### config.mk
export PLATFORM = sky130hd
export DESIGN_NAME = fetch_unit
export DESIGN_NICKNAME = d
export VERILOG_FILES = /design/src/rtl/fetch_unit.sv
export SDC_FILE = /design/constraint.sdc
export NUM_CORES = 1
export LEC_CHECK = 0
export ABC_AREA = 1
export CORE_ASPECT_RATIO = 0.7
export CORE_MARGIN = 5
export CORE_UTILIZATION = 44
export DETAILED_ROUTE_END_ITERATION = 10
export PLACE_DENSITY = 0.84
export SYNTH_ARGS = -nofsm -noshare
export SYNTH_HDL_FRONTEND = slang
export SYNTH_SLANG_ARGS = --single-unit
### constraint.sdc
create_clock -name clk -period 2.1 [get_ports clk]
set_input_delay 0.315 -clock clk [delete_from_list [all_inputs] [get_ports clk]]
set_output_delay 0.315 -clock clk [all_outputs]
set_load 0.01 [all_outputs]
### src/rtl/fetch_unit.sv
// Instruction fetch stage: PC register, dual-port instruction memory addressing
// (current word + lookahead) and the IF/ID pipeline register.
// Optional J predecode is enabled by defining FETCH_PREDECODE_EN.
module fetch_unit #(
  parameter logic [31:0] RESET_PC = 32'h0000_0000,
  parameter int unsigned ADDR_W   = 6
) (
  input  logic              clk,
  input  logic              rst,
  output logic [ADDR_W-1:0] imem_a1,
  output logic [ADDR_W-1:0] imem_a2,
  input  logic [31:0]       imem_rd1,
  input  logic [31:0]       imem_rd2,
  input  logic              stall,
  input  logic              redirect_valid,
  input  logic [31:0]       redirect_pc,
  output logic              if_valid,
  output logic [31:0]       if_pc,
  output logic [31:0]       if_instr,
  output logic [31:0]       if_instr_next,
  output logic              if_predicted
);

  logic [31:0] pc_q, pc_d;
  logic        valid_q, valid_d;
  logic [31:0] if_pc_q, if_pc_d;
  logic [31:0] instr_q, instr_d;
  logic [31:0] instr_next_q, instr_next_d;
  logic [31:0] next_pc;
  logic        take_jump;

  assign imem_a1 = pc_q[ADDR_W+1:2];
  assign imem_a2 = imem_a1 + ADDR_W'(1);

`ifdef FETCH_PREDECODE_EN
  logic pred_q, pred_d;

  // A J already in the fetch window is followed immediately; decode must not redirect on it.
  assign take_jump = (imem_rd1[31:26] == 6'b000010);
  assign next_pc   = take_jump ? {pc_q[31:28], imem_rd1[25:0], 2'b00} : pc_q + 32'd4;
`else
  assign take_jump = 1'b0;
  assign next_pc   = pc_q + 32'd4;
`endif

  always_comb begin
    // NOTE: every _d gets a hold default first so no path leaves one unassigned (no latch).
    pc_d         = pc_q;
    valid_d      = valid_q;
    if_pc_d      = if_pc_q;
    instr_d      = instr_q;
    instr_next_d = instr_next_q;
`ifdef FETCH_PREDECODE_EN
    pred_d       = pred_q;
`endif
    if (redirect_valid) begin
      // Low address bits dropped by masking so misaligned targets land on a word.
      pc_d    = redirect_pc & 32'hFFFF_FFFC;
      valid_d = 1'b0;
`ifdef FETCH_PREDECODE_EN
      pred_d  = 1'b0;
`endif
    end else if (!stall) begin
      pc_d         = next_pc;
      valid_d      = 1'b1;
      if_pc_d      = pc_q;
      instr_d      = imem_rd1;
      instr_next_d = imem_rd2;
`ifdef FETCH_PREDECODE_EN
      pred_d       = take_jump;
`endif
    end
  end

  always_ff @(posedge clk) begin
    // NOTE: non-blocking assignments so all flops update from pre-edge values.
    if (rst) begin
      pc_q         <= RESET_PC;
      valid_q      <= 1'b0;
      if_pc_q      <= 32'd0;
      instr_q      <= 32'd0;
      instr_next_q <= 32'd0;
`ifdef FETCH_PREDECODE_EN
      pred_q       <= 1'b0;
`endif
    end else begin
      pc_q         <= pc_d;
      valid_q      <= valid_d;
      if_pc_q      <= if_pc_d;
      instr_q      <= instr_d;
      instr_next_q <= instr_next_d;
`ifdef FETCH_PREDECODE_EN
      pred_q       <= pred_d;
`endif
    end
  end

  assign if_valid      = valid_q;
  assign if_pc         = if_pc_q;
  assign if_instr      = instr_q;
  assign if_instr_next = instr_next_q;
`ifdef FETCH_PREDECODE_EN
  assign if_predicted  = pred_q;
`else
  assign if_predicted  = take_jump;
`endif

endmodule

==> impl_metrics.tcl <==
set metrics [dict create \
    synth.distinct_cells 37 \
    synthCells 796 \
    skew_ns 0.01373 \
    setup_viol 0 \
    r2r_start "pc_q[3]" \
    core_area_um2 12420 \
    place.gp.congestion 0.8823 \
    clock_path_buffers 2 \
    reg2reg_depth 10 \
    route.detailed.drc 0 \
    ctsHtreeMaxLevel 4 \
    grt_pass1_vias 5371 \
    syn_avg_cell_area_um2 7.009 \
    ant_nets 0 \
    clock-sinks 125 \
    yosysSeqAreaShare 0.4485 \
    cp_max_fo 3 \
    routedWlPerCell_um 14.84 \
    grt_max_degree 80 \
    p_per_area_nw_per_um2 793.4 \
    design.portCount 210 \
    r2r-end "pc_q[30]" \
    via_per_inst 5.013 \
    netlist.area_leader.share 0.4485 \
    ff2ff_setup_slack_ns 0.41 \
    fin_crit_sh 0.9401 \
    ys.flop_type "dfxtp_1" \
    cts_buffers 17 \
    cp-start-kind "register" \
    dieArea_um2 15070 \
    ys_seq_elements 125 \
    synth_edf_count 0 \
    hold_viol_final 0 \
    nNetsFinal 1083 \
    hpwl_um 12390 \
    leakagePower_nw 3.477 \
    die_w_um 144.6 \
    synth_area_leader_cell "dfxtp_1" \
    antenna_found_initial 0 \
    rsz0062_at_grt "no" \
    die_h_um 104.2 \
    clkLatencyLatePin_ns 0.41 \
    period_needed_ns 1.974 \
    fillers 1085 \
    cts_hold_buf 0 \
    finalSetupTns_ns 0 \
    grt-ovfl-total 0 \
    start_util 0.4491 \
    track_usage 0.2227 \
    drtIter0Drc 430 \
    dp_slack_ns 0.1551 \
    layout-drive-gt1-share 0.07538 \
    fmax_mhz 506.5 \
    fin_cells 1157 \
    criticalPathCategory "reg -> out" \
    worstHoldPathType "reg -> reg" \
    drt_wl_total_um 17170 \
    outcome "finished clean" \
    min_to "if_pc[13]" \
    whs_path_depth 2 \
    vias 5800 \
    cp.arrival_ns 1.66 \
    syn-cell-area_um2 5579 \
    root_buffer "clkbuf_16" \
    setup_ws_ns 0.1258 \
    clkSlewWorstSetupHoldPaths_ns 0.06 \
    port_buffers 204 \
    maxCapViolCount 0 \
    post-place-cells 1125 \
    endpoint_kind "output port" \
    grt_pass1_wl_um 27030 \
    synth.top_cells.by_area "dfxtp_1, nor2_1, o21ai_0, nand2_1, inv_1" \
    async_flop_share 0 \
    drv_slew 0 \
    drt_first_pass_iters 5 \
    synth.most_common_cell "nor2_1" \
    hp-start "if_pc[13]" \
    critPathRequiredTime_ns 1.78 \
    peakVddDrop_mv 0.5952 \
    synthTopCellsByCount "nor2_1, dfxtp_1, nand2_1, o21ai_0, inv_1" \
    num_antenna_cells 0 \
    rows 34 \
    cts_tree "built" \
    syn2layout_area_growth_pct 49.02 \
    yosys_warnings 0 \
]
[layout by cell type (no fill, tap or decap), drive strengths merged, types with 2 or more instances in the layout]
| cell type | synthesis | final |
|---|---|---|
| nor3 | 4 | 4 |
| a31oi | 4 | 4 |
| xor2 | 3 | 3 |
| inv | 74 | 74 |
| clkbuf | 13 | 19 |
| buf | 41 | 15 |
| dlygate4sd2 | 0 | 3 |
| nand2 | 119 | 119 |
| dfxtp | 125 | 125 |
| a21oi | 10 | 10 |
| nand3 | 49 | 49 |
| clkinvlp | 0 | 3 |
| o21ai | 103 | 103 |
| a22oi | 2 | 2 |
| a22o | 3 | 3 |
| clkdlybuf4s50 | 0 | 200 |
| nand4 | 14 | 14 |
| nor2 | 218 | 218 |
| clkinv | 0 | 7 |
| o211ai | 2 | 2 |
| a211oi | 3 | 3 |
| conb | 1 | 3 |
| bufinv | 0 | 3 |
[logic make-up (layout without fill, tap and decap cells)]
| group | Yosys count | count (layout) | share of synthesized area |
|---|---|---|---|
| AOI/OAI and AO/OA | 130 | 130 | 0.1247 |
| DFF | 125 | 125 | 0.4485 |
| other | 1 | 3 | 0.0006722 |
| xor gates and xnor gates | 4 | 4 | 0.006281 |
| adders and majority gates | 1 | 1 | 0.002242 |
| buffers and inverters | 128 | 325 | 0.1038 |
| and+or+nand+nor | 407 | 407 | 0.3137 |
[through the flow]
stage | instance area, um^2 | util | power, mW | hold WS [ns]
after floorplan | 5587 | - | 3.091 | 0.4747
final | 8314 | 0.6693 | 6.596 | 0.4653
after global routing | 8314 | 0.6693 | 6.886 | 0.4994
after detailed placement | 7694 | 0.6194 | 3.639 | 0.4651
after CTS | 8312 | 0.6691 | 6.645 | 0.4734
after global placement | 7694 | 0.6194 | 3.614 | 0.4566
[sequential cells by signal (all words and copies together) (netlist names)]
register	flops
if_instr	32
if_instr_next	32
if_pc	30
if_valid	1
pc_q	30
[report_power, final]
part / switching (mW) / leakage, nW / internal [mW] / total, mW
sequential: 0.0972 / 1.03 / 2.52 / 2.62
clock: 1.11 / 0.290 / 1.90 / 3.01
combinational: 0.445 / 2.16 / 0.521 / 0.966
[per-layer routing]
layer  up-vias  wire length [um]  GRT usage
met5         -                 0          0
met4         0               225    0.05459
met3        25              1872    0.07399
met2       258              8048     0.3648
met1      2625              7025     0.2819
li1       2892                 -          -
[worst max-delay path: stages, from the launching register on]
cell,delay (ns)
dfxtp_1,0.39
ha_2,0.23
nand3_1,0.16
xnor2_2,0.19
dlygate4sd2_1,0.29
[layout make-up]
type | instances | area (um^2) | area share
multi-input cells | 545 | 2515 | 0.3025
flip-flops and latches | 125 | 2505 | 0.3013
repair buffers | 219 | 2203 | 0.2650
clock buffers | 19 | 442.9 | 0.05327
inverters | 74 | 279.0 | 0.03356
well taps | 162 | 202.7 | 0.02438
clock inverters | 13 | 166.4 | 0.02002
[timing repair]
item | CTS | global route
setup buffers | 0 | 0
gates resized for setup | 7 | 1
endpoints found under the setup margin | 4 | 1
[how the worst max path moves through the flow]
stage | start | depth (start not counted) | endpoint | slack, ns
after floorplan | pc_q[3] | 10 | pc_q[26] | 0.60
after global placement | pc_q[2] | 4 | imem_a2[4] | 0.21
after detailed placement | pc_q[2] | 4 | imem_a2[4] | 0.16
after CTS | pc_q[5] | 3 | imem_a2[3] | 0.007
after global routing | pc_q[3] | 4 | imem_a2[4] | 0.03
final | pc_q[3] | 4 | imem_a2[4] | 0.13
(Power assumes the default switching activity.)
